==> src/rtl/gray2bin_track.sv <==
// Gray-to-binary decoder with step tracking: decodes a valid-strobed Gray stream
// and flags each accepted sample as hold, +1, -1 or an illegal step.
module gray2bin_track #(
    parameter int unsigned WIDTH = 8
) (
    input  logic             clk,
    input  logic             reset,
    input  logic             G_valid,
    input  logic [WIDTH-1:0] G,
    output logic             B_valid,
    output logic [WIDTH-1:0] B,
    output logic             dir_up,
    output logic             dir_down,
    output logic             step_err,
    output logic [7:0]       err_count
);

    localparam int unsigned CNT_W = 8;
    localparam logic [CNT_W-1:0] CNT_MAX = '1;

    logic [WIDTH-1:0] g_q;
    logic             g_vld_q;
    logic [WIDTH-1:0] dec_c;
    logic [WIDTH-1:0] b_q;
    logic             b_vld_q;
    logic [WIDTH-1:0] prev_b;
    logic             have_prev;
    logic [WIDTH-1:0] delta_c;

    // Stage 1: capture the raw Gray sample.
    always_ff @(posedge clk) begin
        if (reset) begin
            g_q     <= '0;
            g_vld_q <= 1'b0;
        end else begin
            g_vld_q <= G_valid;
            if (G_valid) begin
                g_q <= G;
            end
        end
    end

    // Each binary bit is the XOR of all Gray bits at or above it.
    always_comb begin
        dec_c = '0;
        for (int i = 0; i < int'(WIDTH); i++) begin
            dec_c[i] = ^(g_q >> i);
        end
    end

    // Stage 2: register the decoded value.
    always_ff @(posedge clk) begin
        if (reset) begin
            b_q     <= '0;
            b_vld_q <= 1'b0;
        end else begin
            b_vld_q <= g_vld_q;
            if (g_vld_q) begin
                b_q <= dec_c;
            end
        end
    end

    assign delta_c = WIDTH'(b_q - prev_b);

    // Output stage: classify the step and resynchronise tracking on every sample.
    always_ff @(posedge clk) begin
        if (reset) begin
            B_valid   <= 1'b0;
            B         <= '0;
            dir_up    <= 1'b0;
            dir_down  <= 1'b0;
            step_err  <= 1'b0;
            err_count <= '0;
            prev_b    <= '0;
            have_prev <= 1'b0;
        end else begin
            B_valid  <= b_vld_q;
            dir_up   <= 1'b0;
            dir_down <= 1'b0;
            step_err <= 1'b0;
            if (b_vld_q) begin
                B         <= b_q;
                prev_b    <= b_q;
                have_prev <= 1'b1;
                if (have_prev) begin
                    if (delta_c == WIDTH'(1)) begin
                        dir_up <= 1'b1;
                    end else if (delta_c == {WIDTH{1'b1}}) begin
                        dir_down <= 1'b1;
                    end else if (delta_c != '0) begin
                        step_err <= 1'b1;
                        if (err_count != CNT_MAX) begin
                            err_count <= err_count + CNT_W'(1);
                        end
                    end
                end
            end
        end
    end

endmodule

==> config.mk <==
export PLATFORM = sky130hd
export DESIGN_NAME = gray2bin_track
export DESIGN_NICKNAME = d
export VERILOG_FILES = /design/src/rtl/gray2bin_track.sv
export SDC_FILE = /design/constraint.sdc
export NUM_CORES = 1
export LEC_CHECK = 0
export CAP_MARGIN = 5
export CORE_UTILIZATION = 52
export DETAILED_ROUTE_END_ITERATION = 8
export PLACE_DENSITY = 0.78
export SYNTH_ARGS = -nofsm -noshare
export SYNTH_HDL_FRONTEND = slang
export SYNTH_SLANG_ARGS = --single-unit
==> constraint.sdc <==
create_clock -name clk -period 3.9 [get_ports clk]
set_clock_uncertainty 0.1 [all_clocks]
set_input_delay 0.78 -clock clk [delete_from_list [all_inputs] [get_ports clk]]
set_output_delay 0.78 -clock clk [all_outputs]
set_load 0.02 [all_outputs]
==> results of run 1 <==
[cell families (layout without fill, tap and decap cells)]
| logic type | count (synthesis) | after routing | share of synthesized area, % |
|---|---|---|---|
| AND/OR/NAND/NOR | 69 | 69 | 19.5 |
| multiplexers | 25 | 25 | 13.5 |
| buffers and inverters | 15 | 47 | 3.37 |
| AO/OA/AOI/OAI | 21 | 21 | 8.40 |
| XOR/XNOR | 15 | 15 | 6.94 |
| adder cells (fa/ha/maj) | 10 | 10 | 7.01 |
| flip-flops | 39 | 39 | 41.3 |
[how the worst min path moves through the flow]
| stage | from | end | slack [ns] | depth (start not counted) |
|---|---|---|---|---|
| final | have_prev | dir_down | 0.38 | 2 |
| after CTS | have_prev | dir_down | 0.38 | 2 |
| after floorplan | have_prev | dir_down | 0.33 | 2 |
| after global routing | have_prev | dir_down | 0.40 | 2 |
| after detailed placement | have_prev | dir_down | 0.37 | 2 |
| after global placement | have_prev | dir_down | 0.35 | 2 |
[per-layer routing]
metal | GRT usage, % | vias up | wire [um]
met5 | 0 | - | 0
met4 | 10.5 | 0 | 61
met3 | 5.88 | 7 | 151
met2 | 36.7 | 26 | 1780
met1 | 23.1 | 689 | 1460
li1 | - | 731 | -
[registers in the layout, summed over array words and instances, names as in the netlist]
register and cells:
B_valid 1, b_q 8, b_vld_q 1, dir_down 1, dir_up 1, err_count 8
g_q 8, g_vld_q 1, have_prev 1, prev_b 8, step_err 1
[cells in the final DEF, fill, tap and decap left out, drive strengths merged, types with 2 or more instances in the layout]
master and instances:
a211o 2, nand2 2, a31oi 2, nor4 2, a211oi 5, xor2 3
nand3 3, nor2b 7, clkbuf 7, ha 9, mux2i 21, and3 2
nor2 38, o21ai 2, xnor2 12, nand4 4, and2 2, inv 8
dfxtp 39, a21oi 4, and4 2, clkdlybuf4s50 30, mux2 4
[critical path, delay by kind of cell (launching register included)]
family          cells  cell delay [ns]
compound gates      1             0.25
xor+xnor            1             0.15
fa+ha+maj           2             0.56
buf+inv             2             0.14
flops               1             0.34
mux                 1             0.33
simple gates        5             1.24
[layout make-up]
cell class / count / area share [%]
sequential: 39 / 34.3
timing repair buffer: 31 / 13.5
clock inverter: 1 / 0.220
multi-input combinational: 140 / 46.1
clock buffer: 7 / 1.98
tap: 46 / 2.53
inverter: 8 / 1.32
[through the flow]
step	total power [mW]	utilization [%]
6_report	0.794	66.6
5_1_grt	0.844	66.6
4_1_cts	0.804	66.6
3_5_place_dp	0.612	65.1
3_3_place_gp	0.604	65.1
2_1_floorplan	0.574	-
[power by group through the flow]
stage | clock network (mW) | registers [mW] | logic, mW
floorplan | 0 | 0.434 | 0.140
global placement | 0 | 0.437 | 0.167
detailed placement | 0 | 0.438 | 0.174
CTS | 0.201 | 0.429 | 0.174
global route | 0.218 | 0.431 | 0.194
finish | 0.192 | 0.429 | 0.173
==> impl_summary.md, run 1 <==
Outcome
The flow ran to the end, and the final reports show no timing, DRC or antenna violations.

Setup path
In this design, the stage delay of the slowest critical-path cell is 0.49 ns. The worst endpoint data arrival time is 3.37 ns. Setup slack on the worst reg-to-reg path comes out at 0.66 ns. The kind of critical path is flip-flop to flip-flop. The data required time of the worst path is 4.03 ns. The highest-delay cell along the critical path is or4_4. The capturing instance or port of the critical path is err_count[6]. By instance count, the cell type seen most on the critical path is inv_1.

The worst-case reg-to-reg path depth is 12. In this run the worst path has a maximum fanout of 8. The kind of end point of the critical path is a flip-flop. The kind of start point of the critical path is a flip-flop. The most critical setup path has its startpoint at b_q[0]. The startpoint of the lowest-slack register-to-register path is b_q[0]. The critical path goes through inv_1, ha_1, inv_1, fa_1, a211oi_2, nor2_1, xor2_1, or4_4, nor4_4, nor3b_4, nand4_1, mux2_1. In this run the critical register-to-register path is captured at err_count[6].

CTS
The post-cts resize count is 0. The H-tree generated during clock tree synthesis spans 2 levels. The count of clock tree sinks is 39. The post-CTS setup repair buffer count is 0. The clock latency of the later-clocked register in the worst-skew pair is 0.34 ns. Buffers inserted during clock tree synthesis total 5.

The CTS tree is done. After clock tree synthesis, the flow added hold-fix buffers numbering 0. After clock tree synthesis, the clock-pin slew on the worst setup and hold paths is 0.11 ns. The root buffer cell is clkbuf_4.

The number of buffers on the longest clock path is 2.

Global routing
The first global-routing pass estimated 6390 um of wire. The via count of the first global-routing pass was 1467. The initial antenna violation count is 0. The total overflow left after global routing is 0. The maximum number of pins on one net before global-route repair is 24. Global routing used 20.9% of the available tracks.

Min path
The class of the worst hold path is flip-flop to flip-flop.

Yosys
The async set-or-reset flop fraction in the synthesized netlist is 0%. After synthesis the netlist holds a flip-flop and latch count of 39. The sequential-to-total area share from yosys stat is 41.3%.

In this run, distinct cell masters in the synthesized netlist total 40. The commonest cells after synthesis are 39 x dfxtp_1, 38 x nor2_1, 21 x mux2i_1. The average size of a mapped cell is 9.75 um2.

The Yosys step of the flow raised 0 warnings. The synthesized instance count is 194. The share of synthesized area in the top cell type comes to 41.3%. The post-synthesis cell area is 1890 um2.

The dominant cell type by area after synthesis is dfxtp_1. Among all flip-flop cells after synthesis, the most frequent one is dfxtp_1. In this run, synthesis inferred 0 flip-flops with an integrated enable. Synthesis produced a netlist with a net count of 215. dfxtp_1 is the most common cell in the netlist.

Yosys attributes the largest share of cell area to dfxtp_1 41%, mux2i_1 11%, nor2_1 7.5%, ha_1 6.0%, xnor2_1 5.6%.

Pwr
IR analysis of the VDD net gives a maximum drop of 0.267 mV. In this run the static leakage power is 0.862 nW. Sequential cells burn 54.0% of the power. The switching power is 226 uW. The internal power summed over all cells is 568 uW. The power density over cell area is 349 nW/um2.

In this run, the combinational gates consume 21.8% of the power. The clock network accounts for 24.2% of the total power. Of the total power, the share spent switching nets is 28.4%.

Placed design
Counting tap cells, the placed design contains a total of 264 instances. Once placement finished, the instance area stood at 2220 um2. The number of I/O port buffers is 30. Timing analysis after detailed placement gives a worst setup slack of 0.709 ns. Summed over all nets, the half-perimeter wirelength after detailed placement is 2700 um. The final weighted congestion in routability-driven placement is 0.765.

Floorplanning
The full die area is 3880 um2. Pin placement for this block handled 31 I/O pins. The die outline width is 62.3 um. Once the floorplan was initialized, standard cells occupied 55.4% of the core.

In this run the vertical extent of the chip is 62.3 um. In this run the core area contains 21 standard-cell rows. The area of the core region is 3420 um2.

Timing
The slack of the critical path is 0.665 ns. Setup repair after global routing left no endpoint under its margin. The total count of hold-check failures in the final report is 0. Based on the critical path, the design can be clocked at up to 309 MHz. The tightest hold path in the finished design has a slack of 0.382 ns. The worst path in the final design needs a cycle of 3.24 ns, including I/O delays and setup. For the final routed database, the setup TNS stands at 0 ns. Headroom to the max-slew limit came out at 46.4%. The total count of max-transition violations in the final report came to 0. The final critical path takes up 83.0% of the cycle. The pin slew with the least headroom to its limit is 0.802 ns.

The count of endpoints failing setup in the final report is 0.

Flow run
The tool flagged a number of max-cap violations equal to 0.

Routing
The final wirelength is 3450 um. The number of iterations in the first detailed-routing pass is 4. After the first detailed-routing iteration, the DRC count stood at 39. The count of vias placed by the detailed router is 1453. The count of antenna-violating nets left after detailed routing is 0.

Dividing the detail-routed wire length by the instance count gives 12.7 um. In the routed layout, each cell is associated on average with a via count of 5.34. The count of unresolved DRC violations after routing is 0.

Layout
The area of all placed cells without fillers is 2270 um2. From synthesis to final layout, the design area changed by 20.2%. In the final layout, the share of cells above drive strength 1 is 5.31%.

The area occupied by registers is 781 um2. The antenna diode instance count is 0. The multi-input logic area is 1050 um2. The final layout contains 246 nets. The filler cells instantiated in the layout total 281. The final instance count without filler cells is 272.
(Power assumes the default switching activity.)
==> inputs of run 2 (changes only) <==
--- a/config.mk
+++ b/config.mk
@@ -6,9 +6,9 @@
 export NUM_CORES = 1
 export LEC_CHECK = 0
 export CAP_MARGIN = 5
-export CORE_UTILIZATION = 52
+export CORE_UTILIZATION = 47
 export DETAILED_ROUTE_END_ITERATION = 8
-export PLACE_DENSITY = 0.78
+export PLACE_DENSITY = 0.74
 export SYNTH_ARGS = -nofsm -noshare
 export SYNTH_HDL_FRONTEND = slang
 export SYNTH_SLANG_ARGS = --single-unit
==> constraint.sdc (replaced) <==
create_clock -name clk -period 2.7 [get_ports clk]
set_clock_uncertainty 0.1 [all_clocks]
set_input_delay 0.54 -clock clk [delete_from_list [all_inputs] [get_ports clk]]
set_output_delay 0.54 -clock clk [all_outputs]
set_load 0.02 [all_outputs]
==> run 2 against run 1 <==
Compared with the run above:
- the flow now finishes with violations (setup timing)
- final area increased by 11%
- clock power increased by 97%
- wire length increased by 4.5%
- power increased by 63%
- register-to-register slack got worse by 0.80 ns
- cell count increased by 6.6%
- hold slack got worse by 0.021 ns
- critical path depth unchanged
- critical path type unchanged
- critical endpoint is now err_count[4]
==> impl_summary.md, run 2 (same netlist as run 1, synthesis figures left out) <==
Min path
The class of the worst hold path is flip-flop to flip-flop. The number of cells on the worst hold path came to 2 (unchanged). For hold timing, the worst endpoint is dir_down. The worst hold path begins at have_prev.

Global routing
The total overflow reported by the global router was 0 (unchanged). The via count of the first global-routing pass is 1419 (-3.3%). The wire length of the first global-routing pass is 6270 um (-1.8%). The maximum number of pins on one net before global-route repair was 18 (-25%). The all-layer global routing usage was 19.1% (-1.8 points). The initial antenna violation count is 0 (unchanged).

Setup path
The maximum fanout along the worst path is 5 (-3). The kind of start point of the critical path is a flip-flop. The endpoint of the worst-slack reg-to-reg timing path is err_count[4]. The startpoint of the lowest-slack register-to-register path is b_q[0].

The data required time of the worst path is 2.78 ns (-1.25 ns). The setup slack on the worst flop-to-flop path is -0.13 ns (-0.80 ns). The worst-case reg-to-reg path depth was 12 (unchanged).

The worst setup path is of the flip-flop to flip-flop kind. The worst endpoint data arrival time is 2.91 ns (-0.46 ns). STA classifies the critical path endpoint as a flip-flop.

Floorplanning
The area of the core region is 3770 um2 (+10%). The full die area came to 4280 um2 (+10%). The standard-cell row count is 22 (+4.8%).

The number of top-level pins is 31 (unchanged). The vertical extent of the die came to 65.4 um (+5.0%). The die outline width is 65.4 um (+5.0%). The initial cell density of the core is 50.2% (-5.2 points).

CTS
The post-CTS clock slew at the launch and capture registers of the worst setup and hold paths is 0.07 ns (-0.04 ns). The count of clock tree sinks was 39 (unchanged). In this run the clock root is driven by a clkbuf_8. The CTS tree is done. The clock latency of the later-clocked register in the worst-skew pair is 0.29 ns (-0.05 ns). The number of buffers created by CTS is 5 (unchanged). The post-cts hold buffer count was 0 (unchanged). The CTS H-tree depth is 2 (unchanged). The number of buffers on the longest clock path came to 2 (unchanged).

Routing
The final wirelength came to 3610 um (+4.5%). The post-detailed-route via-to-cell ratio is 5.16 (-3.4%). The count of vias placed by the detailed router is 1497 (+3.0%). The count of unresolved DRC violations after routing is 0 (unchanged).

The number of iterations in the first detailed-routing pass is 4 (unchanged). The number of DRC markers after the initial detailed-route iteration is 64 (+64%). The count of antenna-violating nets left after detailed routing is 0 (unchanged). The post-detailed-route wirelength per cell is 12.4 um (-2.0%).

Layout
The top cell types in the final layout, fill and taps aside, are 38 x nor2_1, 36 x dfxtp_1, 30 x clkdlybuf4s50_1. The final-stage net count is 262 (+6.5%). The antenna diode instance count is 0 (unchanged).

The share of post-route cells with drive strength above 1 came to 19.4% (+14 points). The area growth from synthesis to layout is 33.1%. Leaving out fill and tap cells, the most frequent cell in the layout is nor2_1. The area of all placed cells without fillers was 2520 um2 (+11%).

Pwr
The total chip power is 1.29 mW (+63%). The worst ir drop on vdd is 0.430 mV (+61%). The leakage dissipation is 0.987 nW (+14%). The power density over cell area is 514 nW/um2 (+47%).

Placed design
The number of I/O port buffers is 30 (unchanged). The total placed instance area is 2340 um2 (+5.4%). The HPWL after detailed placement is 2680 um (-0.58%). The final weighted congestion in routability-driven placement was 0.766 (+0.20%).

Timing
The worst max-slew margin expressed relative to the limit is 63.3% (+17 points). The ratio of final minimum period to clock period is 105% (+22 points). The slack of the critical path came to -0.132 ns (-0.797 ns). The pin slew with the least headroom to its limit is 0.549 ns (-0.253 ns). The maximum clock frequency is 353 MHz (+14%). The shortest period the worst path allows is 2.83 ns (-0.403 ns). Setup repair after global routing could not meet its margin everywhere. The total count of hold-check failures in the final report was 0 (unchanged).

The total count of max-transition violations in the final report is 0 (unchanged). The count of endpoints failing setup in the final report was 8 (+8).

Outcome
The run finished, with violations left. The checks that failed: setup timing.

Flow run
The number of violations of the max-capacitance limit is 0 (unchanged).
## run 2: cell count changes in the layout (fill, tap and decap cells not counted), moves of 3 or more
cell / before / now
a21oi_1: 4 / 1
a21oi_2: 0 / 3
buf_4: 1 / 16
clkbuf_4: 5 / 0
clkbuf_8: 0 / 5
dfxtp_1: 39 / 36
mux2_1: 4 / 0
mux2_4: 0 / 4
## run 2: worst max-delay path by stage
stage | to | from | depth (start not counted)
2_1_floorplan | err_count[4] | prev_b[0] | 11
3_3_place_gp | err_count[6] | b_q[0] | 12
3_5_place_dp | err_count[4] | b_q[0] | 12
6_report | err_count[4] | b_q[0] | 12
5_1_grt | err_count[4] | b_q[0] | 12
4_1_cts | err_count[4] | b_q[0] | 12
## run 2: metal layers
layer	global-route usage [%]	share of wire (%)	vias to the layer above
met5	0	0	-
met4	6.79	1.2	0
met3	5.21	2.6	5
met2	31.3	48	19
met1	24.0	48	708
li1	-	-	765
## run 2: layout make-up
type	instances	area [um2]
multi-input combinational	140	1120
tap	48	60.1
clock inverter	2	12.5
fill	315	1250
inverter	8	30.0
timing repair buffer	47	432
clock buffer	6	72.6
sequential	39	787
## run 2: worst max-delay path, stage by stage (launching register included)
cell and delay (ns):
dfxtp_2 0.33, inv_2 0.06, ha_4 0.12, inv_2 0.03, fa_2 0.34, a211oi_2 0.26, nor2_1 0.07, xor2_1 0.15
or4_4 0.50, nor4_4 0.23, nor3b_4 0.10, nand4_1 0.13, mux2_4 0.30
## run 2: repair_timing
action | CTS | global route
buffers inserted | 2 | 2
pin swaps | 0 | 2
setup endpoints to repair | 9 | 9
resized for setup | 8 | 7
endpoints found under the hold margin | 0 | 0
## run 2: power breakdown
part | switching, mW | leakage (nW) | total [mW] | internal, mW
registers | 0.0199 | 0.319 | 0.616 | 0.596
logic | 0.144 | 0.626 | 0.298 | 0.154
clock network | 0.198 | 0.0412 | 0.379 | 0.180
## run 2: through the flow
step	utilization [%]	hold slack (ns)	setup TNS, ns	cells	setup WS, ns
floorplan	-	0.335	-0.457	194	-0.123
global placement	62.1	0.357	-0.554	279	-0.106
detailed placement	62.1	0.354	-0.986	279	-0.173
CTS	65.6	0.365	-0.749	289	-0.142
global route	66.8	0.375	-1.82	290	-0.275
finish	66.8	0.361	-0.591	290	-0.132
==> inputs of run 3 (changes only) <==
--- a/config.mk
+++ b/config.mk
@@ -6,6 +6,7 @@
 export NUM_CORES = 1
 export LEC_CHECK = 0
 export CAP_MARGIN = 5
+export CORE_MARGIN = 10
 export CORE_UTILIZATION = 47
 export DETAILED_ROUTE_END_ITERATION = 8
 export PLACE_DENSITY = 0.74
==> run 3 against run 2 <==
Compared with the run above:
- the flow still finishes with violations (setup timing)
- sequential power about the same
- non-clock buffer count unchanged
- worst setup slack got worse by 0.036 ns
- via count decreased by 0.13%
- power increased by 0.32%
- critical path type unchanged
==> impl_summary.md, run 3 (same netlist as run 1, synthesis figures left out) <==
Layout
The antenna diode instance count is 0 (unchanged). The fraction of the core area covered by cells at the end of the flow is 63.9% (-2.9 points). The share of post-route cells with drive strength above 1 is 20.2% (+0.83 points). The top cell types in the final layout, fill and taps aside, are 38 x nor2_1, 36 x dfxtp_1, 30 x clkdlybuf4s50_1.

The growth of design area from synthesis to finish came to 33.1% (about the same). The final instance count without filler cells is 292 (+0.69%). The final-stage net count was 262 (unchanged). The leading cell type in the layout, fill and taps excluded is nor2_1. The number of filler cells placed in the layout is 332 (+5.4%).

Routing
The count of antenna-violating nets left after detailed routing is 0 (unchanged). The count of vias placed by the detailed router is 1495 (-0.13%). The number of iterations in the first detailed-routing pass is 4 (unchanged). The number of DRC markers after the initial detailed-route iteration is 52 (-19%).

The count of unresolved DRC violations after routing is 0 (unchanged). The final wirelength is 3970 um (+10%). The post-detailed-route wirelength per cell is 13.6 um (+9.3%). The post-detailed-route via-to-cell ratio is 5.12 (-0.82%).

Pwr
The portion of total power attributed to combinational logic is 23.6% (+0.5 points). The switching power is 367 uW (+1.2%). The clock network fraction of total power was 29.0% (-0.3 points). The proportion of total power due to net switching is 28.3% (+0.26 points). The leakage dissipation came to 0.993 nW (+0.67%). The fraction of power consumed by sequential logic is 47.5% (about the same). The power density over cell area came to 515 nW/um2 (+0.27%). The internal power summed over all cells was 930 uW (about the same). The worst ir drop on vdd is 0.470 mV (+9.1%).

The total chip power is 1.30 mW (+0.32%).

Min path
In this run the worst hold path is classified as flip-flop to flip-flop.

Timing
The slack of the critical path is -0.168 ns (-0.0355 ns). The count of endpoints failing setup in the final report is 8 (unchanged). The maximum clock frequency is 349 MHz (-1.2%). The total count of hold-check failures in the final report is 0 (unchanged). The pin slew with the least headroom to its limit is 0.534 ns (-0.0154 ns). The worst max-slew margin expressed relative to the limit is 64.4% (+1.0 points).

Setup repair after global routing could not meet its margin everywhere. The total count of max-transition violations in the final report was 0 (unchanged). The shortest period the worst path allows was 2.87 ns (+0.0355 ns). The ratio of final minimum period to clock period is 106% (+1.3 points).

Setup path
The critical path in this run is classified as flip-flop to flip-flop. The worst register-to-register path ends at err_count[4]. The critical path startpoint is b_q[0]. The worst endpoint data arrival time is 2.94 ns (+0.03 ns). The cell seen most often among critical-path stages is inv_2. The setup slack on the worst flop-to-flop path is -0.17 ns (-0.04 ns). The worst setup path is launched from a flip-flop. Traced cell by cell, the critical path runs through inv_2, ha_4, inv_2, fa_2, a211oi_2, nor2_1, xor2_1, or4_4, nor4_4, nor3b_4, nand4_1, mux2_4.

The capturing instance or port of the critical path is err_count[4]. The startpoint of the lowest-slack register-to-register path is b_q[0]. The maximum fanout along the worst path is 5 (unchanged). The worst-case reg-to-reg path depth is 12 (unchanged).

The largest individual stage delay along the critical path comes from the cell or4_4. The data required time of the worst path is 2.78 ns (about the same). The worst setup path is captured at a flip-flop. The largest stage delay on the critical path is 0.49 ns (about the same).

Floorplanning
The vertical extent of the die is 83.4 um (+28%). The full die area is 6960 um2 (+63%). The initial cell density of the core is 48.0% (-2.2 points). The die outline width is 83.4 um (+28%). The number of top-level pins is 31 (unchanged). The standard-cell row count is 23 (+4.5%). The area of the core region was 3940 um2 (+4.5%).

Global routing
The all-layer global routing usage is 12.0% (-7.1 points). The initial antenna violation count is 0 (unchanged). The maximum number of pins on one net before global-route repair is 18 (unchanged).

The total overflow reported by the global router is 0 (unchanged). The wire length of the first global-routing pass came to 7160 um (+14%). The via count of the first global-routing pass was 1552 (+9.4%).

CTS
The count of clock tree sinks is 39 (unchanged). The number of buffers created by CTS is 5 (unchanged). The CTS tree is done. The clock latency of the later-clocked register in the worst-skew pair is 0.29 ns (about the same). The post-cts hold buffer count is 0 (unchanged). The number of buffers on the longest clock path came to 2 (unchanged).

Clock tree synthesis selected as its root buffer the cell clkbuf_8. The CTS H-tree depth came to 2 (unchanged). The post-CTS clock slew at the launch and capture registers of the worst setup and hold paths was 0.08 ns (about the same).

Placed design
The final weighted congestion in routability-driven placement came to 0.774 (+1.0%). The number of I/O port buffers is 30 (unchanged). The minimum setup slack after placement is -0.185 ns (-0.0123 ns). The placed cell count came to 281 (+0.72%). The HPWL after detailed placement came to 2880 um (+7.2%).

Outcome
The flow ran to the end, but the final reports show violations. The checks that failed: setup timing.

Flow run
The number of violations of the max-capacitance limit is 0 (unchanged).
==> run 3: area by class of cell <==
type                            count  area [um2]  area share [%]
Multi-Input combinational cell    140        1130            44.8
Clock buffer                        5        68.8            2.73
Clock inverter                      3        15.0           0.596
Sequential cell                    39         787            31.2
Inverter                            8        30.0            1.19
Timing Repair Buffer               47         428            17.0
Tap cell                           50        62.6            2.48
==> run 3: through the flow <==
step	area, um2	hold WS (ns)	TNS (ns)
2_1_floorplan	1910	0.335	-0.457
3_3_place_gp	2350	0.358	-0.566
3_5_place_dp	2350	0.366	-1.14
4_1_cts	2470	0.379	-0.843
5_1_grt	2520	0.396	-2.06
6_report	2520	0.373	-0.896
==> run 3: per-layer routing <==
metal	GRT usage, %	part of all wire (%)	vias to the layer above
met5	0	0	-
met4	5.02	0.68	0
met3	3.71	4.1	4
met2	19.8	50	23
met1	14.0	46	703
li1	-	-	765
==> run 3: worst max-delay path: cells and delay by family (launching register included) <==
kind | cells | cell delay (ns)
simple gates | 5 | 1.06
fa+ha+maj | 2 | 0.47
flops | 1 | 0.33
mux | 1 | 0.31
compound gates | 1 | 0.25
xor+xnor | 1 | 0.15
buf+inv | 2 | 0.09
==> run 3: how the worst min path moves through the flow <==
stage               slack (ns)  cells past startpoint  startpoint        to
detailed placement        0.37                      2   have_prev  dir_down
CTS                       0.38                      2   have_prev  dir_down
global placement          0.36                      2   have_prev  dir_down
finish                    0.37                      2   have_prev  dir_down
global route              0.40                      2   have_prev  dir_down
floorplan                 0.33                      2   have_prev  dir_down
==> run 3: timing repair <==
item,in CTS,in global routing
setup endpoints to repair,9,9
setup buffers,2,3
hold endpoints to repair,0,0
pin swaps,1,8
resized for setup,8,8
==> run 3: power groups by stage <==
stage / Sequential [mW] / Combinational, mW / Clock [mW]
6_report: 0.616 / 0.306 / 0.376
5_1_grt: 0.620 / 0.338 / 0.411
4_1_cts: 0.616 / 0.288 / 0.390
3_5_place_dp: 0.628 / 0.280 / 0
3_3_place_gp: 0.628 / 0.274 / 0
2_1_floorplan: 0.626 / 0.203 / 0
